`src/rtl/psum_acc_pkg.sv`:
```
// Shared definitions for the partial-sum accumulator controller: acc_info field
// positions, FSM state encoding and pass-length limits.
package psum_acc_pkg;

  localparam int unsigned ADDR_W         = 12;
  localparam int unsigned MAX_LEN        = 4096;
  localparam int unsigned INFO_ADDR_LSB  = 0;
  localparam int unsigned INFO_ADDR_MSB  = 11;
  localparam int unsigned INFO_PASS_BIT  = 12;
  localparam int unsigned INFO_IDENT_BIT = 13;

  typedef enum logic [1:0] {
    ST_IDLE  = 2'd0,
    ST_PASS0 = 2'd1,
    ST_PASS1 = 2'd2,
    ST_DONE  = 2'd3
  } state_t;

  function automatic logic len_is_legal(input logic [31:0] len);
    return (len != '0) && (len <= 32'(MAX_LEN));
  endfunction

endpackage

```
`src/rtl/psum_acc_ctrl_addr_cnt.sv`:
```
// 12-bit buffer address counter for one pass; o_last flags the final word.
module psum_acc_addr_cnt
  import psum_acc_pkg::*;
(
  input  logic              clk,
  input  logic              rst_n,
  input  logic              i_inc,
  input  logic              i_clr,
  input  logic [ADDR_W-1:0] i_last_addr,
  output logic [ADDR_W-1:0] o_addr,
  output logic              o_last
);

  logic [ADDR_W-1:0] r_addr;

  always_ff @(posedge clk) begin
    if (!rst_n) begin
      r_addr <= '0;
    end else if (i_clr) begin
      r_addr <= '0;
    end else if (i_inc) begin
      r_addr <= r_addr + 1'b1;
    end
  end

  assign o_addr = r_addr;
  assign o_last = (r_addr == i_last_addr);

endmodule

```
`src/rtl/psum_acc_ctrl.sv`:
```
// Two-pass partial-sum accumulation controller (buffer write, then read-accumulate).
// Optional perf counters enabled by defining PSUM_ACC_CTRL_PERF_EN.
module psum_acc_ctrl
  import psum_acc_pkg::*;
#(
  parameter int unsigned LEN_W = 13
) (
  input  logic             clk,
  input  logic             rst_n,
  input  logic [LEN_W-1:0] cfg_len,
  input  logic             cfg_identity,
  input  logic             cfg_vld,
  output logic             cfg_rdy,
  input  logic [63:0]      mac_data,
  input  logic             mac_vld,
  output logic             mac_rdy,
  output logic [31:0]      acc_info,
  output logic [63:0]      acc_data,
  output logic             acc_vld,
  input  logic             acc_rdy,
  output logic             done,
  output logic             cfg_err
`ifdef PSUM_ACC_CTRL_PERF_EN
  ,
  output logic [31:0]      perf_beat_cnt,
  output logic [31:0]      perf_stall_cnt
`endif
);

  state_t            r_state;
  logic [LEN_W-1:0]  r_len;
  logic              r_ident;
  logic              r_cfg_err;

  logic              w_active;
  logic              w_beat;
  logic              w_cfg_hs;
  logic              w_cfg_ok;
  logic              w_last;
  logic              w_addr_clr;
  logic [ADDR_W-1:0] w_addr;
  logic [ADDR_W-1:0] w_last_addr;

  assign w_active    = (r_state == ST_PASS0) || (r_state == ST_PASS1);
  assign w_beat      = mac_vld & acc_rdy & w_active;
  assign w_cfg_hs    = cfg_vld & (r_state == ST_IDLE);
  assign w_cfg_ok    = len_is_legal(32'(cfg_len));
  // len is 1..4096, so len-1 always fits the 12-bit address
  assign w_last_addr = ADDR_W'(r_len - 1'b1);
  assign w_addr_clr  = (w_cfg_hs & w_cfg_ok) | (w_beat & w_last & (r_state == ST_PASS0));

  psum_acc_addr_cnt u_addr_cnt (
    .clk         (clk),
    .rst_n       (rst_n),
    .i_inc       (w_beat),
    .i_clr       (w_addr_clr),
    .i_last_addr (w_last_addr),
    .o_addr      (w_addr),
    .o_last      (w_last)
  );

  always_ff @(posedge clk) begin
    if (!rst_n) begin
      r_state   <= ST_IDLE;
      r_len     <= '0;
      r_ident   <= 1'b0;
      r_cfg_err <= 1'b0;
    end else begin
      case (r_state)
        ST_IDLE: begin
          if (w_cfg_hs) begin
            if (w_cfg_ok) begin
              r_len   <= cfg_len;
              r_ident <= cfg_identity;
              r_state <= ST_PASS0;
            end else begin
              r_cfg_err <= 1'b1;
            end
          end
        end
        ST_PASS0: if (w_beat && w_last) r_state <= ST_PASS1;
        ST_PASS1: if (w_beat && w_last) r_state <= ST_DONE;
        ST_DONE:  r_state <= ST_IDLE;
        default:  r_state <= ST_IDLE;
      endcase
    end
  end

  always_comb begin
    acc_info                               = '0;
    acc_info[INFO_ADDR_MSB:INFO_ADDR_LSB]  = w_addr;
    acc_info[INFO_PASS_BIT]                = (r_state == ST_PASS1);
    acc_info[INFO_IDENT_BIT]               = r_ident;
  end

  assign cfg_rdy  = (r_state == ST_IDLE);
  assign done     = (r_state == ST_DONE);
  assign cfg_err  = r_cfg_err;
  assign acc_vld  = mac_vld & w_active;
  assign mac_rdy  = acc_rdy & w_active;
  assign acc_data = mac_data;

`ifdef PSUM_ACC_CTRL_PERF_EN
  logic [31:0] r_beat_cnt;
  logic [31:0] r_stall_cnt;
  logic        w_stall;

  assign w_stall = w_active & mac_vld & ~acc_rdy;

  // Counters restart on every cfg handshake, legal or not
  always_ff @(posedge clk) begin
    if (!rst_n || w_cfg_hs) begin
      r_beat_cnt  <= '0;
      r_stall_cnt <= '0;
    end else begin
      if (w_beat && (r_beat_cnt != '1))    r_beat_cnt  <= r_beat_cnt + 1'b1;
      if (w_stall && (r_stall_cnt != '1))  r_stall_cnt <= r_stall_cnt + 1'b1;
    end
  end

  assign perf_beat_cnt  = r_beat_cnt;
  assign perf_stall_cnt = r_stall_cnt;
`endif

endmodule

```
`config.mk`:
```
export PLATFORM = sky130hd
export DESIGN_NAME = psum_acc_ctrl
export DESIGN_NICKNAME = d
export VERILOG_FILES = /design/src/rtl/psum_acc_pkg.sv /design/src/rtl/psum_acc_ctrl_addr_cnt.sv /design/src/rtl/psum_acc_ctrl.sv
export SDC_FILE = /design/constraint.sdc
export NUM_CORES = 1
export LEC_CHECK = 0
export BUFFER_PORTS_ARGS = -buffer_cell sky130_fd_sc_hd__buf_2
export CORE_UTILIZATION = 36
export DETAILED_ROUTE_END_ITERATION = 10
export GPL_TIMING_DRIVEN = 0
export PLACE_DENSITY = 0.76
export SKIP_LAST_GASP = 1
export SLEW_MARGIN = 20
export SYNTH_ARGS = -nofsm -noshare
export SYNTH_HDL_FRONTEND = slang
export SYNTH_HIERARCHICAL = 1
export SYNTH_SLANG_ARGS = --single-unit
```
`constraint.sdc`:
```
create_clock -name clk -period 2.2 [get_ports clk]
set_input_delay 0.11 -clock clk [delete_from_list [all_inputs] [get_ports clk]]
set_output_delay 0.11 -clock clk [all_outputs]
set_load 0.02 [all_outputs]
```
==> results of run 1 <==
==> per-layer routing <==
layer / vias up / track usage
met1: 923 / 0.175
met4: 0 / 0.0211
li1: 1077 / -
met5: - / 0
met2: 102 / 0.273
met3: 4 / 0.0275
==> final cells by class <==
class / count / area (um^2)
well taps: 75 / 93.8
flip-flops and latches: 28 / 567
inverters: 7 / 26.3
clock inverters: 1 / 30.0
clock buffers: 3 / 41.3
repair buffers: 105 / 546
fillers: 563 / 2860
plain buffers: 91 / 691
multi-input cells: 170 / 1210
==> through the flow <==
stage / cell area [um^2] / hold slack, ns / total power [mW] / TNS [ns] / setup WS, ns
floorplan: 2420 / 0.252 / 1.46 / -0.517 / -0.0992
global placement: 3020 / 0.364 / 1.65 / -3.26 / -0.376
detailed placement: 3020 / 0.373 / 1.67 / -3.95 / -0.421
CTS: 3170 / 0.0719 / 2.12 / -3.79 / -0.323
global route: 3200 / 0.0534 / 2.29 / -5.30 / -0.452
finish: 3200 / 0.0691 / 2.15 / -3.37 / -0.275
==> repair_timing <==
| item | in CTS | in global routing |
|---|---|---|
| buffers inserted | 2 | 1 |
| pin swaps | 13 | 4 |
| endpoints found under the hold margin | 0 | 0 |
| endpoints found under the setup margin | 14 | 14 |
| gates resized for setup | 14 | 9 |
| cloned | 1 | 0 |
==> path summary, 6_finish.rpt <==
check,from,to
setup / recovery,r_len[5]$_SDFFE_PN0P_,r_state[1]$_SDFFE_PN0P_
hold / removal,cfg_len[8],r_len[8]$_SDFFE_PN0P_
setup reg to reg,r_len[5]$_SDFFE_PN0P_,r_state[1]$_SDFFE_PN0P_
hold reg to reg,r_ident$_SDFFE_PN0P_,r_ident$_SDFFE_PN0P_
==> worst max-delay path, stage by stage (launching register included) <==
cell and delay [ns]:
sky130_fd_sc_hd__dfxtp_4 0.36, sky130_fd_sc_hd__nor4_4 0.30, sky130_fd_sc_hd__nand2_2 0.11, sky130_fd_sc_hd__buf_6 0.14
sky130_fd_sc_hd__nor3_2 0.16, sky130_fd_sc_hd__xor2_1 0.19, sky130_fd_sc_hd__xnor2_1 0.15, sky130_fd_sc_hd__nand4_1 0.12
sky130_fd_sc_hd__nor3_2 0.22, sky130_fd_sc_hd__nand4_1 0.19, sky130_fd_sc_hd__a21oi_2 0.21, sky130_fd_sc_hd__a41oi_1 0.07
sky130_fd_sc_hd__mux2i_1 0.15
==> power groups by stage <==
stage / Combinational (mW) / Sequential [mW] / Clock [mW]
5_1_grt: 1.22 / 0.627 / 0.443
2_1_floorplan: 0.838 / 0.621 / 0
3_5_place_dp: 1.04 / 0.625 / 0
4_1_cts: 1.09 / 0.616 / 0.417
3_3_place_gp: 1.02 / 0.623 / 0
6_report: 1.12 / 0.619 / 0.413
==> logic make-up after synthesis <==
group / after synthesis / synth area share
adders and majority gates: 6 / 0.0324
DFF: 28 / 0.242
muxes: 16 / 0.0691
xor gates and xnor gates: 26 / 0.0983
buffers and inverters: 98 / 0.305
and+or+nand+nor: 85 / 0.198
AOI/OAI and AO/OA: 19 / 0.0540
other: 1 / 0.00162
==> cell usage in the layout, fill, tap and decap left out, types with 2 or more instances in the layout <==
master / Yosys / layout
sky130_fd_sc_hd__nor2_2: 0 / 3
sky130_fd_sc_hd__or4_1: 5 / 4
sky130_fd_sc_hd__or4_4: 2 / 3
sky130_fd_sc_hd__nand2_1: 38 / 37
sky130_fd_sc_hd__buf_6: 1 / 2
sky130_fd_sc_hd__o21ai_0: 3 / 3
sky130_fd_sc_hd__inv_1: 7 / 7
sky130_fd_sc_hd__or3_1: 2 / 2
sky130_fd_sc_hd__xnor2_1: 16 / 16
sky130_fd_sc_hd__nor3_2: 0 / 3
sky130_fd_sc_hd__nand4_4: 2 / 2
sky130_fd_sc_hd__a21oi_2: 0 / 6
sky130_fd_sc_hd__mux2i_1: 16 / 16
sky130_fd_sc_hd__dfxtp_1: 28 / 25
sky130_fd_sc_hd__xor2_1: 10 / 10
sky130_fd_sc_hd__o31ai_1: 3 / 3
sky130_fd_sc_hd__buf_4: 83 / 85
sky130_fd_sc_hd__clkbuf_8: 0 / 4
sky130_fd_sc_hd__conb_1: 1 / 18
sky130_fd_sc_hd__nor2_1: 9 / 6
sky130_fd_sc_hd__dfxtp_2: 0 / 2
sky130_fd_sc_hd__ha_1: 6 / 6
sky130_fd_sc_hd__and2_1: 2 / 2
sky130_fd_sc_hd__nand2b_1: 3 / 2
sky130_fd_sc_hd__nand3_1: 3 / 3
sky130_fd_sc_hd__buf_2: 1 / 102
sky130_fd_sc_hd__nand4_1: 5 / 5
sky130_fd_sc_hd__clkbuf_1: 4 / 3
==> sequential cells by signal, summed over array words and instances, names as in the netlist <==
register	cells
r_len	12
r_state	2
cfg_err	1
u_addr_cnt/o_addr	12
r_ident	1
==> out/metrics.csv, run 1 <==
metric;value;unit
status;finished with violations;
failed_checks;setup timing;
layout.core_utilization;0.529;
synth_area;2320;um^2
synth_commonest_cells;sky130_fd_sc_hd__buf_4, sky130_fd_sc_hd__nand2_1, sky130_fd_sc_hd__dfxtp_1, sky130_fd_sc_hd__mux2i_1, sky130_fd_sc_hd__xnor2_1;
die_area;6760;um^2
first_pass_iters;4;
post_cts_hold_buffer_count;0;
fmax;404;MHz
final.setup_skew;0.00464;ns
combinationalPowerShare;0.520;
p_seq_frac;0.288;
timing.critical_path.from_type;flip-flop;
wl_met3;410;um
floorplan.initialDensity;0.382;
finalWeightedCongestion;0.808;
via_count_of_the_first_global_routing_pass;1778;
boundaryPins;184;
met1_length;2110;um
netlist-cell-type-count;41;
holdPathStages;3;
relative_contribution_of_the_clock_network_to_total_power;0.192;
synthesis.area_per_instance;8.31;um^2
endpoint_kind;flip-flop;
dieHeight;82.2;um
antenna-diode-count;0;
synth_top_area_share;0.269;
drv_slew;0;
path_class;flip-flop to flip-flop;
htreeDepth;1;
clock_period_minus_worst_slack;2.47;ns
cts_tree;done;
cts_root_buffer;sky130_fd_sc_hd__clkbuf_8;
tritoncts.num_buffers;3;
uppermost_layer_routed;met4;
clock_insertion_delay_worst_skew;0.28;ns
detail_route.drc_violations;0;
synth.ff_latch_count;28;
grt_pass1_wl;7720;um
postLayoutSetupSlackWorst;-0.275;ns
grt_start_max_net_pins;17;
cts_buffer_depth;2;
period_share;1.12;
cap_viol_max_count;0;
final_cell_count_no_fill;480;
post-synth-top-count-cell;sky130_fd_sc_hd__buf_4;
num_vias;2106;
dp.cells;472;
grt_use_total;0.146;
postRouteAntennaNets;0;
leakagePower;1.63;nW
synth.largest_area_cell;sky130_fd_sc_hd__buf_4;
clock_pin_slew_reported_for_the_worst_setup_and_hold_paths_after_clock_tree_synthesis;0.10;ns
num-nets-final;495;
cellInternalPower;1.34;mW
floorplan.rows;28;
grt_antenna_before_repair;0;
setup_viol;14;
regToRegSetupSlack;-0.27;ns
dr.first_iter.drc_count;56;
floorplan.die.width;82.2;um
number_of_flops_mapped_to_enable_cells_by_yosys;0;
timing.final.hold_violations;0;
numPortBuffers;101;
numClockSinks;28;
p_sw_frac;0.375;
p_switching;0.805;mW
critical_path.max_fanout;3;
power.density_cell_area;671;nW/um^2
synth_top_cells_by_area;sky130_fd_sc_hd__buf_4, sky130_fd_sc_hd__dfxtp_1, sky130_fd_sc_hd__mux2i_1;
routed-wl-met2;2600;um
post_route_cells_drive_above_1_share;0.556;
timing.hold.worst.class;input pin to flip-flop;
syn_inst;279;
hpwlAfterDp;4220;um
timing.critical_path.arrival;2.65;ns
postRouteWirelength;5140;um
synth-warning-count;6;
worst_ir_drop_vdd;548;uV
ys.flop_type;sky130_fd_sc_hd__dfxtp_1;
routed_via_density;4.39;
required;2.37;ns
core_area;6060;um^2
reg2reg_depth;12;
sequential_to_total_area_share_from_yosys_stat;0.242;
asyncSetResetFlopFracSynth;0;
rsz_0062_raised_after_global_routing;yes;
grt_overflow;0;
area.growth.synth_to_final;38.3;%
routedWlPerCell;10.7;um
Power figures use the tool's default switching activity.
==> inputs of run 2 (changes only) <==
--- a/config.mk
+++ b/config.mk
@@ -6,10 +6,10 @@
 export NUM_CORES = 1
 export LEC_CHECK = 0
 export BUFFER_PORTS_ARGS = -buffer_cell sky130_fd_sc_hd__buf_2
-export CORE_UTILIZATION = 36
+export CORE_UTILIZATION = 43
 export DETAILED_ROUTE_END_ITERATION = 10
 export GPL_TIMING_DRIVEN = 0
-export PLACE_DENSITY = 0.76
+export PLACE_DENSITY = 0.86
 export SKIP_LAST_GASP = 1
 export SLEW_MARGIN = 20
 export SYNTH_ARGS = -nofsm -noshare
==> constraint.sdc (replaced) <==
create_clock -name clk -period 3.2 [get_ports clk]
set_input_delay 0.16 -clock clk [delete_from_list [all_inputs] [get_ports clk]]
set_output_delay 0.16 -clock clk [all_outputs]
set_load 0.02 [all_outputs]
==> run 2 against run 1 <==
The flow now finishes without violations. Non-clock buffer count down 4. Utilization grew 6.4 points. Via count rose by 0.90%. Hold slack gained 0.053 ns. Maximum frequency fell by 15%. Global-route usage increased by 1.8 points. Sequential share of layout area is 0.72 points higher. Final area is 5.0% lower. Routed wire length is 3.1% lower. Critical path type unchanged. Largest cell class unchanged. Largest power group unchanged.
==> out/metrics.csv, run 2 (synthesis gave the netlist of run 1 again) <==
metric;value;unit
cap_viol_max_count;0;
path_class;flip-flop to flip-flop;
fmax;343;MHz
dr.first_iter.drc_count;70;
finalWeightedCongestion;0.767;
placement.cell_area;2970;um^2
timing.hold.worst.class;input pin to flip-flop;
numClockSinks;28;
grt_overflow;0;
timing.final.hold_violations;0;
via_count_of_the_first_global_routing_pass;1694;
dieHeight;75.4;um
regToRegSetupSlack;0.29;ns
power.density_cell_area;462;nW/um^2
cts_buffer_depth;2;
leakagePower;1.58;nW
worst_r2r_endpoint;u_addr_cnt/o_addr[4]$_SDFFE_PP0P_;
routed_via_density;4.51;
multi_input_comb_area;1110;um^2
cts_tree;done;
antenna-diode-count;0;
detail_route.drc_violations;0;
period_share;0.911;
boundaryPins;184;
num-nets-final;491;
floorplan.rows;26;
layout_common_cells;sky130_fd_sc_hd__buf_2, sky130_fd_sc_hd__buf_4, sky130_fd_sc_hd__nand2_1, sky130_fd_sc_hd__dfxtp_1, sky130_fd_sc_hd__conb_1;
final.setup_skew;0.00983;ns
htreeDepth;1;
hpwlAfterDp;4120;um
cts_root_buffer;sky130_fd_sc_hd__clkbuf_8;
rr_startpoint;r_len[2]$_SDFFE_PN0P_;
holdCritStartpoint;cfg_identity;
timing.critical_path.arrival;3.06;ns
post_cts_sizing_count;0;
postRouteWirelength;4980;um
worstPathCellList;nor4_1 > nand2_1 > nor4_1 > xor2_1 > xnor2_1 > nand4_1 > nor3_1 > a31o_1 > nand2b_1 > clkbuf_1 > nor2_1;
setup_viol;0;
num_vias;2125;
rsz_0062_raised_after_global_routing;no;
critical_path.max_fanout;10;
worst_path_most_repeated_cell;sky130_fd_sc_hd__nor4_1;
status;finished clean;
required;3.35;ns
numPortBuffers;101;
die_area;5690;um^2
drv_slew;0;
most_common_library_cell_in_the_layout_ignoring_fill_and_taps;sky130_fd_sc_hd__buf_2;
layout.area.seq;561;um^2
floorplan.initialDensity;0.451;
totalNegativeSetupSlack;0;ns
critPathMaxStageDelay;0.39;ns
core_area;5140;um^2
grt_use_total;0.164;
tritoncts.num_buffers;3;
layout.cell_area.non_filler;3050;um^2
timing.critical_path.from_type;flip-flop;
endpoint_kind;flip-flop;
holdPathStages;3;
post_route_cells_drive_above_1_share;0.494;
grt_pass1_wl;7300;um
grt_start_max_net_pins;17;
routedWlPerCell;10.6;um
clock_insertion_delay_worst_skew;0.28;ns
post_cts_hold_buffer_count;0;
cp-startpoint;r_len[2]$_SDFFE_PN0P_;
floorplan.die.width;75.4;um
cts.repair_timing.setup_buffer_count;0;
hold_end;r_ident$_SDFFE_PN0P_;
first_pass_iters;4;
clock_period_minus_worst_slack;2.91;ns
worst_ir_drop_vdd;386;uV
postRouteAntennaNets;0;
clock_pin_slew_reported_for_the_worst_setup_and_hold_paths_after_clock_tree_synthesis;0.10;ns
worst_path_max_delay_cell;sky130_fd_sc_hd__nor4_1;
grt_antenna_before_repair;0;
fillCellCount;488;
reg2reg_depth;11;
area.growth.synth_to_final;31.4;%
## run 2: critical path: cells and delay by family (launching register included)
family                    cells  cell delay (ns)
and+or+nand+nor               7             1.46
buffers and inverters         1             0.38
DFF                           1             0.37
xor gates and xnor gates      2             0.35
AOI/OAI and AO/OA             1             0.24
## run 2: layout make-up
class | count | area share
plain buffers | 91 | 0.223
clock inverters | 1 | 0.00986
multi-input cells | 170 | 0.366
well taps | 70 | 0.0288
clock buffers | 3 | 0.0136
inverters | 7 | 0.00863
repair buffers | 101 | 0.166
flip-flops and latches | 28 | 0.184
## run 2: power by group
part	switching, mW	total, mW	internal (mW)	leakage [nW]
clock network	0.115	0.282	0.168	0.0357
registers	0.0382	0.421	0.383	0.227
logic	0.375	0.704	0.329	1.32
## run 2: how the worst max path moves through the flow
stage | endpoint | slack [ns]
final | u_addr_cnt/o_addr[4]$_SDFFE_PP0P_ | 0.29
after global placement | u_addr_cnt/o_addr[1]$_SDFFE_PP0P_ | 0.33
after CTS | u_addr_cnt/o_addr[4]$_SDFFE_PP0P_ | 0.30
after detailed placement | u_addr_cnt/o_addr[4]$_SDFFE_PP0P_ | 0.31
after global routing | u_addr_cnt/o_addr[4]$_SDFFE_PP0P_ | 0.02
after floorplan | u_addr_cnt/o_addr[10]$_SDFFE_PP0P_ | 0.81
## run 2: per-stage QoR
stage | cells | power (mW) | util | hold WS (ns) | worst slack (ns)
4_1_cts | 471 | 1.41 | 0.593 | 0.121 | 0.300
2_1_floorplan | 296 | 0.983 | - | 0.302 | 0.810
6_report | 471 | 1.41 | 0.593 | 0.122 | 0.286
5_1_grt | 471 | 1.50 | 0.593 | 0.132 | 0.0212
3_5_place_dp | 467 | 1.13 | 0.579 | 0.424 | 0.310
3_3_place_gp | 467 | 1.11 | 0.579 | 0.415 | 0.332
## run 2: routing by layer
| layer | track usage | wire [um] | vias up |
|---|---|---|---|
| met5 | 0 | 0 | - |
| met4 | 0.0185 | 17 | 0 |
| met3 | 0.0317 | 452 | 2 |
| met2 | 0.300 | 2460 | 117 |
| met1 | 0.206 | 2050 | 927 |
| li1 | - | - | 1079 |
==> inputs of run 3 (changes only) <==
--- a/config.mk
+++ b/config.mk
@@ -6,6 +6,7 @@
 export NUM_CORES = 1
 export LEC_CHECK = 0
 export BUFFER_PORTS_ARGS = -buffer_cell sky130_fd_sc_hd__buf_2
+export CORE_MARGIN = 3
 export CORE_UTILIZATION = 43
 export DETAILED_ROUTE_END_ITERATION = 10
 export GPL_TIMING_DRIVEN = 0
==> constraint.sdc (replaced) <==
create_clock -name clk -period 3.59 [get_ports clk]
set_input_delay 0.718 -clock clk [delete_from_list [all_inputs] [get_ports clk]]
set_output_delay 0.718 -clock clk [all_outputs]
set_load 0.02 [all_outputs]
==> run 3 against run 2 <==
Sequential share of layout area unchanged. Utilization down 0.37 points. Register-to-register slack better by 0.27 ns. Largest cell class unchanged. Largest power group unchanged.
==> out/metrics.csv, run 3 (synthesis gave the netlist of run 1 again) <==
metric;value;unit
antenna-diode-count;0;
endpoint_kind;flip-flop;
post_cts_hold_buffer_count;0;
setup_viol;0;
boundaryPins;184;
finalWeightedCongestion;0.836;
via_count_of_the_first_global_routing_pass;1888;
floorplan.die.width;79.4;um
num_vias;2127;
power.density_cell_area;413;nW/um^2
required;3.75;ns
period_share;0.846;
placement.cell_area;2970;um^2
floorplan.rows;26;
final.setup_skew;0.00610;ns
floorplan.initialDensity;0.448;
timing.critical_path.from_type;flip-flop;
most_common_library_cell_in_the_layout_ignoring_fill_and_taps;sky130_fd_sc_hd__buf_2;
cap_viol_max_count;0;
path_class;flip-flop to flip-flop;
grt_overflow;0;
fmax;329;MHz
status;finished clean;
grt_pass1_wl;8200;um
totalNegativeSetupSlack;0;ns
global_route_hottest_layer;met2;
routedWlPerCell;11.4;um
critical_path.max_fanout;10;
timing.hold.worst.class;flip-flop to flip-flop;
cts_tree;done;
cts_buffer_depth;2;
leakagePower;1.58;nW
grt_antenna_before_repair;0;
rsz_0062_raised_after_global_routing;no;
clock_insertion_delay_worst_skew;0.28;ns
dieHeight;79.4;um
grt_use_total;0.159;
dr.first_iter.drc_count;76;
numPortBuffers;101;
numClockSinks;28;
area.growth.synth_to_final;31.4;%
post_route_cells_drive_above_1_share;0.494;
postRouteAntennaNets;0;
die_area;6310;um^2
groute.layer.met1.usage;0.193;
global_route.usage.met2;0.293;
hpwlAfterDp;4570;um
htreeDepth;1;
layout.cell_area.non_filler;3050;um^2
post_cts_sizing_count;0;
tritoncts.num_buffers;3;
routed_via_density;4.52;
timing.critical_path.arrival;3.19;ns
timing.final.hold_violations;0;
first_pass_iters;4;
cts.repair_timing.setup_buffer_count;0;
clock_pin_slew_reported_for_the_worst_setup_and_hold_paths_after_clock_tree_synthesis;0.10;ns
postRouteWirelength;5360;um
core_area;5170;um^2
worst_ir_drop_vdd;317;uV
detail_route.drc_violations;0;
grt_start_max_net_pins;17;
clock_period_minus_worst_slack;3.04;ns
num-nets-final;491;
cts_root_buffer;sky130_fd_sc_hd__clkbuf_8;
layout_common_cells;sky130_fd_sc_hd__buf_2, sky130_fd_sc_hd__buf_4, sky130_fd_sc_hd__nand2_1, sky130_fd_sc_hd__dfxtp_1, sky130_fd_sc_hd__conb_1;
met3_track_demand_over_resource;0.0316;
drv_slew;0;
run 3: per-layer routing:
layer  vias to the layer above  part of all wire
met2                       124              0.50
met4                         0            0.0039
met1                       928              0.39
li1                       1071                 -
met3                         4              0.11
met5                         -                 0
run 3: final cells by class:
| cell class | count | area, um^2 |
|---|---|---|
| Buffer | 91 | 679 |
| Multi-Input combinational cell | 170 | 1110 |
| Clock buffer | 3 | 41.3 |
| Timing Repair Buffer | 101 | 505 |
| Tap cell | 70 | 87.6 |
| Sequential cell | 28 | 561 |
| Fill cell | 469 | 2130 |
| Inverter | 7 | 26.3 |
| Clock inverter | 1 | 30.0 |
run 3: path summary, 6_finish.rpt:
check	startpoint	endpoint	slack, ns	depth (start not counted)
max	r_len[2]$_SDFFE_PN0P_	u_addr_cnt/o_addr[0]$_SDFFE_PP0P_	0.55	11
max reg2reg	r_len[2]$_SDFFE_PN0P_	u_addr_cnt/o_addr[0]$_SDFFE_PP0P_	0.55	11
min	r_ident$_SDFFE_PN0P_	r_ident$_SDFFE_PN0P_	0.49	2
min reg2reg	r_ident$_SDFFE_PN0P_	r_ident$_SDFFE_PN0P_	0.49	2
run 3: critical path: stages, from the launching register on:
cell and delay (ns):
sky130_fd_sc_hd__dfxtp_1 0.37, sky130_fd_sc_hd__nor4_1 0.38, sky130_fd_sc_hd__nand2_1 0.16, sky130_fd_sc_hd__nor4_1 0.31, sky130_fd_sc_hd__xor2_1 0.22, sky130_fd_sc_hd__xnor2_1 0.14
sky130_fd_sc_hd__nand4_1 0.10, sky130_fd_sc_hd__nor3_1 0.37, sky130_fd_sc_hd__a31o_1 0.25, sky130_fd_sc_hd__nand2b_1 0.11, sky130_fd_sc_hd__clkbuf_1 0.39, sky130_fd_sc_hd__nor2_1 0.10
run 3: power by group:
group          leakage (nW)  internal (mW)  switching (mW)  total (mW)
Sequential            0.227          0.341          0.0348       0.376
Clock                0.0357          0.149           0.104       0.254
Combinational          1.32          0.293           0.336       0.628
Total                  1.58          0.783           0.475        1.26
run 3: through the flow:
stage | total power [mW] | worst slack (ns) | utilization | cells | hold slack [ns]
6_report | 1.26 | 0.551 | 0.589 | 471 | 0.487
5_1_grt | 1.34 | 0.216 | 0.589 | 471 | 0.515
4_1_cts | 1.27 | 0.573 | 0.589 | 471 | 0.487
3_5_place_dp | 1.01 | 0.353 | 0.575 | 467 | 0.461
3_3_place_gp | 0.986 | 0.372 | 0.575 | 467 | 0.448
2_1_floorplan | 0.876 | 0.642 | - | 296 | 0.435
